**src/rtl/acc_cpu_param.sv**
```systemverilog
// acc_cpu_param: parametrised two-cycle-per-instruction accumulator CPU.
//
// Each instruction is fetched from a runtime-loadable program memory in one
// cycle and executed in the next. The instruction word is
// {opcode[3:0], operand[DATA_W-1:0]}. The datapath is an accumulator, a
// carry flag and a small data RAM addressed by the low operand bits.
//
// Ports:
//   clk        system clock; all state changes on the rising edge
//   rst        synchronous active-low reset
//   A          external operand, loaded by LDA
//   start      run from PC=0 when IDLE or HALT
//   prog_we    program-memory write strobe (accepted only in IDLE/HALT)
//   prog_addr  program write address
//   prog_data  program write word {opcode, operand}
//   Output     output register, written by OUT
//   out_valid  one-cycle pulse in the cycle Output shows a new value
//   Halt_out   high while halted
//   busy       high while fetching or executing
module acc_cpu_param #(
    parameter int DATA_W    = 8,
    parameter int PC_W      = 5,
    parameter int DM_AW     = 4,
    parameter bit AUTOSTART = 1'b1
) (
    input  logic              clk,
    input  logic              rst,
    input  logic [DATA_W-1:0] A,
    input  logic              start,
    input  logic              prog_we,
    input  logic [PC_W-1:0]   prog_addr,
    input  logic [DATA_W+3:0] prog_data,
    output logic [DATA_W-1:0] Output,
    output logic              out_valid,
    output logic              Halt_out,
    output logic              busy
);

    typedef enum logic [1:0] {S_IDLE, S_FETCH, S_EXEC, S_HALT} state_t;

    typedef enum logic [3:0] {
        OP_NOP, OP_LDI, OP_LDA, OP_ADD, OP_SUB, OP_AND, OP_OR,  OP_ST,
        OP_LD,  OP_JMP, OP_JZ,  OP_JC,  OP_OUT, OP_ADDI, OP_SHL, OP_HLT
    } opcode_t;

    state_t state, state_nx;

    logic [PC_W-1:0]   pc;
    logic [DATA_W-1:0] acc;
    logic              c;
    logic [DATA_W+3:0] ir;

    logic [DATA_W+3:0] pmem [2**PC_W];
    logic [DATA_W-1:0] dram [2**DM_AW];

    opcode_t           op;
    logic [DATA_W-1:0] opr;
    logic [DM_AW-1:0]  daddr;
    logic [PC_W-1:0]   target;
    logic [DATA_W-1:0] mval;
    logic [DATA_W:0]   sum_m;
    logic [DATA_W:0]   sum_i;
    logic              idle_like;

    assign op     = opcode_t'(ir[DATA_W+3:DATA_W]);
    assign opr    = ir[DATA_W-1:0];
    assign daddr  = opr[DM_AW-1:0];
    assign target = opr[PC_W-1:0];
    assign mval   = dram[daddr];
    // One extra bit on each sum captures the carry out.
    assign sum_m  = {1'b0, acc} + {1'b0, mval};
    assign sum_i  = {1'b0, acc} + {1'b0, opr};

    assign idle_like = (state == S_IDLE) || (state == S_HALT);
    assign Halt_out  = (state == S_HALT);
    assign busy      = (state == S_FETCH) || (state == S_EXEC);

    always_ff @(posedge clk) begin
        if (!rst) state <= S_IDLE;
        else      state <= state_nx;
    end

    // IDLE is only entered through reset, so AUTOSTART alone is enough to
    // leave it on the first cycle after reset; HALT always waits for start.
    always_comb begin
        state_nx = state;
        case (state)
            S_IDLE:  if (start || AUTOSTART) state_nx = S_FETCH;
            S_FETCH: state_nx = S_EXEC;
            S_EXEC:  state_nx = (op == OP_HLT) ? S_HALT : S_FETCH;
            S_HALT:  if (start) state_nx = S_FETCH;
            default: state_nx = S_IDLE;
        endcase
    end

    always_ff @(posedge clk) begin
        if (!rst) begin
            pc        <= '0;
            acc       <= '0;
            c         <= 1'b0;
            ir        <= '0;
            Output    <= '0;
            out_valid <= 1'b0;
        end else begin
            out_valid <= 1'b0;
            case (state)
                S_IDLE, S_HALT: begin
                    if (state_nx == S_FETCH) begin
                        pc  <= '0;
                        acc <= '0;
                        c   <= 1'b0;
                    end
                end
                S_FETCH: begin
                    ir <= pmem[pc];
                    pc <= pc + 1'b1;
                end
                S_EXEC: begin
                    case (op)
                        OP_LDI:  acc <= opr;
                        OP_LDA:  acc <= A;
                        OP_ADD:  {c, acc} <= sum_m;
                        OP_SUB:  begin acc <= acc - mval; c <= (acc < mval); end
                        OP_AND:  acc <= acc & mval;
                        OP_OR:   acc <= acc | mval;
                        OP_LD:   acc <= mval;
                        OP_JMP:  pc <= target;
                        OP_JZ:   if (acc == '0) pc <= target;
                        OP_JC:   if (c) pc <= target;
                        OP_OUT:  begin Output <= acc; out_valid <= 1'b1; end
                        OP_ADDI: {c, acc} <= sum_i;
                        OP_SHL:  begin c <= acc[DATA_W-1]; acc <= {acc[DATA_W-2:0], 1'b0}; end
                        default: ;
                    endcase
                end
                default: ;
            endcase
        end
    end

    // Memories are never cleared. Gating on rst means a reset landing on an
    // EXEC of ST aborts the store, and a fetch issued right after a write
    // in the start cycle sees the new word through the combinational read.
    always_ff @(posedge clk) begin
        if (rst && prog_we && idle_like)
            pmem[prog_addr] <= prog_data;
        if (rst && state == S_EXEC && op == OP_ST)
            dram[daddr] <= acc;
    end

endmodule

```
**config.mk**
```make
export PLATFORM = sky130hd
export DESIGN_NAME = acc_cpu_param
export DESIGN_NICKNAME = d
export VERILOG_FILES = /design/src/rtl/acc_cpu_param.sv
export SDC_FILE = /design/constraint.sdc
export NUM_CORES = 1
export LEC_CHECK = 0
export ABC_AREA = 1
export ABC_CLOCK_PERIOD_IN_PS = 5100
export BUFFER_PORTS_ARGS = -buffer_cell sky130_fd_sc_hd__buf_2
export CORE_UTILIZATION = 68
export CTS_CLUSTER_SIZE = 24
export DETAILED_ROUTE_END_ITERATION = 10
export PLACE_DENSITY = 0.85
export SLEW_MARGIN = 20
export SYNTH_ARGS = -nofsm -noshare
export SYNTH_HDL_FRONTEND = slang
export SYNTH_SLANG_ARGS = --single-unit
export TNS_END_PERCENT = 1
```
**constraint.sdc**
```tcl
create_clock -name clk -period 5.1 [get_ports clk]
set_input_delay 0.765 -clock clk [delete_from_list [all_inputs] [get_ports clk]]
set_output_delay 0.765 -clock clk [all_outputs]
set_load 0.005 [all_outputs]
```
==> Word level (Yosys, flattened, before mapping) <==
Memories as Yosys holds them, arrays and structs flattened. A register that Yosys moved wholly into a read port is not among the register bits.
Index checks and enable logic that the tools add are counted.
W data, S select, Z words.
{ "word_totals": {"reg_bits": 25, "mem_bits_rw": 512, "out_inout_bits": 11, "word_cells": 75, "n_memories": 2} }
{ "op_classes": {"addsub": 4, "n_lt_le_gt_ge": 1, "n_eq_ne": 25, "muxes": 19, "bitwise": 2, "reduce_logical": 16} }
{ "mem_list": {"columns": ["name", "words", "width", "read_ports", "rd_ports_with_merged_regs", "wr", "line", "text"], "rows": [
  ["pmem", 32, 12, 1, 1, 1, "53", "logic [DATA_W+3:0] pmem [2**PC_W];"],
  ["dram", 16, 8, 1, 0, 1, "54", "logic [DATA_W-1:0] dram [2**DM_AW];"]
]} }
{ "ops": {"columns": ["operator", "count"], "rows": [
  ["$pmux W8 S9", 1],
  ["$eq A4 B4 Y1 const B", 8],
  ["$pmux W5 S3", 2],
  ["$add A8 B8 Y9", 2],
  ["$eq A4 B3 Y1 const B", 4],
  ["$pmux W8 S2", 1],
  ["$mux W5", 3],
  ["$ne A10 B1 Y1 const B", 1],
  ["$and A8 B8 Y8", 1],
  ["$eq A4 B2 Y1 const B", 2],
  ["$logic_not A8 Y1", 1],
  ["$lt A8 B8 Y1", 1],
  ["$mux W8", 1],
  ["$or A8 B8 Y8", 1],
  ["$pmux W2 S4", 1],
  ["$sub A8 B8 Y8", 1],
  ["$mux W1", 6],
  ["$ne A3 B3 Y1 const B", 2],
  ["$reduce_and A3 Y1", 2],
  ["$add A5 B1 Y5 const B", 1],
  ["$ne A5 B1 Y1 const B", 1],
  ["$eq A2 B1 Y1 const B", 2],
  ["$eq A2 B2 Y1 const B", 2],
  ["$eq A4 B1 Y1 const B", 1],
  ["other kinds (13)", 19]
]} }

==> Longest topological paths before layout <==
{ "logic_depth": {"ltp_word": 6, "ltp_mapped": 24} }

==> Worst setup path before layout <==
No wires, ideal clock.
{ "synth_timing": {"path_type": "register to register", "from": "register ir[1] (read register of pmem)", "to": "register acc[4]", "t_arrival_ns": 2.639, "required_time_ns": 4.966, "setup_slack_ns": 2.327, "stages_incl_launch_ff": 24, "n_path_buf": 3, "path_cell_list": "dfxtp_1 buf_6 nand2_2 inv_2 buf_6 buf_8 a22oi_1 nand2_1 nand2_1 nand2_1 nor2_2 inv_1 ha_1 fa_1 nor2_1 o21ai_0 nand2_1 a21oi_1 o21ai_0 nand3_1 nor2_1 nand2_1 nand2_1 a21oi_1"} }
{ "synth_via": {"elab_chain_len": 4} }
{ "synth_rtl": {"columns": ["element", "line", "text"], "rows": [
  ["start: declaration", "51", "logic [DATA_W+3:0] ir;"],
  ["$mem_v2 Z16 W8", null, null],
  ["$sub A8 B8 Y8 (tied with other cells)", "123", "OP_SUB: begin acc <= acc - mval; c <= (acc < mval); end"],
  ["$pmux W8 S9 *", "119", "case (op)"],
  ["$pmux W8 S2 *", "106", "case (state)"],
  ["end signal: assignment", "120", "OP_LDI: acc <= opr;"],
  ["end signal: assignment", "123", null],
  ["end signal: assignment", "124", "OP_AND: acc <= acc & mval;"],
  ["end: declaration", "49", "logic [DATA_W-1:0] acc;"]
]} }
Mark *: on every way between the ends. The rest lies on a longest branch, timed or not.
A chain may end at the register's enable or synchronous reset.

==> Final worst setup path <==
{ "layout_timing": {"from": "register ir[0] (read register of pmem)", "to": "register acc[2]"} }
The elaborated chain is that of the path after synthesis.

==> impl_metrics.py <==
metrics = {
    "sta": {
        "hold_violations": 0,
        "max_freq_mhz": 265,
        "period_minus_slack_ps": 3780,
        "setup_tns_ps": 0,
        "finalCritPeriodShare": 0.740,
        "skew_ps": 28.6,
        "setup_viol": 0,
        "drv_slew": 0,
        "rsz0062_at_grt": "false",
        "relSlewSlack": 0.286,
        "worstMarginPinSlew_ps": 1070,
    },
    "yosys": {
        "syn-cell-area_um2": 23500,
        "synth_edf_count": 512,
        "ys_warn_count": 0,
        "synth_cells": 2070,
        "ys.flop_type": "edfxtp_1",
        "async_flop_share": 0,
        "synth_cell_types": 43,
        "ys_ff_latch": 549,
        "syn-num-nets": 2139,
        "yosysSeqAreaShare": 0.686,
        "syn-mean-instance-area_um2": 11.4,
    },
    "worst_setup_path": {
        "critPathRequiredTime_ps": 5550,
        "worstSetupPathType": "reg2reg",
        "crit_path_start_kind": "flop",
        "cp_max_fo": 29,
        "critPathArrivalTime_ps": 4230,
        "r2r_slack_ps": 1320,
        "cp-end-kind": "flop",
    },
    "route": {
        "first_iter_violations": 2434,
        "routed_wl_mm": 59.8,
        "route.detailed.drc": 0,
        "via_per_inst": 6.58,
        "wire_per_inst_um": 23.1,
        "vias": 17000,
        "dr.pass1.iters": 6,
        "antenna_left": 0,
    },
    "die": {
        "core_area_um2": 33800,
        "num_rows": 67,
        "fp.dieH_um": 188,
        "start_util": 0.696,
        "die_x_um": 188,
        "io_pins": 40,
        "fp.dieArea_um2": 35300,
    },
    "cts": {
        "postCtsSetupBuffers": 0,
        "clkLatencyLatePin_ps": 600,
        "postCtsHoldBufs": 0,
        "post_cts_resized": 0,
        "cts.sinks": 549,
        "cts-root-buf": "clkbuf_16",
        "cts_buffers": 52,
        "path_clk_slew_ps": 60,
        "cts.path.max_buffers": 3,
        "htreeDepth": 2,
        "cts_tree": "yes",
    },
    "power_and_ir_drop": {
        "combinationalPowerShare": 0.072,
        "clkPwrFrac": 0.398,
        "power.density_nw_per_um2": 365,
        "p_int_mw": 7.22,
        "vdd_drop_max_mv": 0.379,
        "switchingPower_mw": 2.17,
        "p_leak_nw": 9.21,
        "seqPwrFrac": 0.530,
        "switching_share": 0.231,
    },
    "cells_and_area": {
        "multi_input_area_um2": 6500,
        "layout_common_cells": "edfxtp_1 (512), nand2_1 (364), nor2_1 (276), o21ai_0 (209), nand3_1 (134)",
        "final_cells": 2591,
        "fin_nets": 2168,
        "area_delta_synth_final_pct": 9.46,
        "seq_area_um2": 16100,
        "final_common_cell": "edfxtp_1",
        "fill_cells": 1948,
        "layout-drive-gt1-share": 0.0957,
    },
    "global_route": {
        "grt_use_met3": 0.0618,
        "grt_max_degree": 100,
        "grt-ovfl-total": 0,
        "first_global_vias": 16700,
        "grtUsageTotal": 0.341,
        "grt_pass1_wl_mm": 90.8,
        "met2_usage": 0.567,
        "grtUsageMet1": 0.419,
        "grt_busiest_layer": "met2",
        "antenna_found_initial": 1,
    },
    "worst_hold_path": {
        "hold_class": "reg2reg",
    },
    "place": {
        "place_congestion": 0.939,
        "hpwlAfterDp_mm": 34.9,
        "dp_cells": 2493,
        "portBuffers": 39,
    },
    "run_status": {
        "status": "completed",
    },
    "flow_run": {
        "max_cap_viol_count": 0,
    },
}
==> power groups by stage <==
stage	clock network [mW]	registers [mW]	logic (mW)
2_1_floorplan	0	5.04	0.457
3_3_place_gp	0	5.07	0.622
3_5_place_dp	0	5.07	0.643
4_1_cts	3.73	4.97	0.652
5_1_grt	3.89	4.98	0.730
6_report	3.74	4.97	0.671
==> cells by family (layout without fill, tap and decap cells) <==
group                    after synthesis  after routing  share of synthesized area
AND/OR/NAND/NOR                      830            830                      0.147
flip-flops                           549            549                      0.686
AO/OA/AOI/OAI                        447            447                      0.106
buffers and inverters                203            275                     0.0382
adder cells (fa/ha/maj)               40             40                     0.0223
XOR/XNOR                               1              1                   0.000373
other                                  0              1                          0
==> metrics by stage <==
step                utilization  total power, mW  setup WS [ps]  hold slack (ps)  area (um2)
finish                    0.761             9.38           1320              485       25700
global route              0.761             9.60           1040              533       25700
CTS                       0.761             9.36           1450              481       25700
detailed placement        0.712             5.71           1400              468       24100
global placement          0.712             5.69           1540              475       24100
floorplan                     -             5.50           2330              444       23500
==> registers in the layout, indices dropped and copies added (netlist names) <==
signal and count:
dram 128, Output 8, ir 12, pmem 384, acc 8, pc 5
out_valid 1, state 2, c 1
==> worst max-delay path, cell delays in order, from the launching register on <==
cell and delay, ps:
dfxtp_1 810, nor2_2 80, buf_4 270, a22oi_1 310, nand2_1 130, nand2_1 80, nand2_1 70, nor2_2 180
inv_1 90, ha_1 250, fa_1 460, xnor2_1 220, o22ai_1 120, nor2_1 150, nand2_1 70, nor2_1 100
o21ai_1 100, nand3_1 80, a21oi_1 60
==> final cells by class <==
class / count / share of cell area
multi-input combinational: 1318 / 0.253
clock buffer: 66 / 0.0530
inverter: 97 / 0.0145
sequential: 549 / 0.627
timing repair buffer: 81 / 0.0203
antenna: 1 / 0.0000973
clock inverter: 31 / 0.0108
tap: 448 / 0.0218
==> cell usage after synthesis (5+ instances only) <==
cell / n / area (um2)
ha_1: 37 / 463
nand4_1: 19 / 119
clkbuf_1: 49 / 184
o21ai_1: 37 / 185
o21ai_0: 209 / 1050
nand2_2: 6 / 37.5
nor2_1: 279 / 1050
buf_4: 14 / 105
dfxtp_1: 37 / 741
o22ai_1: 106 / 663
inv_2: 16 / 60.1
inv_1: 77 / 289
clkbuf_2: 6 / 30.0
nand3_1: 134 / 671
edfxtp_1: 512 / 15400
a21oi_1: 48 / 240
nand2_1: 364 / 1370
buf_2: 30 / 150
nor2_2: 8 / 50.1
nor3_1: 5 / 25.0
a22oi_1: 40 / 300
==> worst paths after layout <==
check	depth (start not counted)	from	to
hold reg to reg	2	c	c
hold / removal	2	c	c
setup reg to reg	18	ir[0]	acc[2]
setup / recovery	18	ir[0]	acc[2]
==> layer usage <==
| layer | share of wire | up-vias |
|---|---|---|
| met2 | 0.50 | 1309 |
| met5 | 0 | - |
| met3 | 0.11 | 245 |
| li1 | - | 7469 |
| met4 | 0.054 | 0 |
| met1 | 0.34 | 8014 |
No activity file was read; power rests on OpenSTA's default activity.
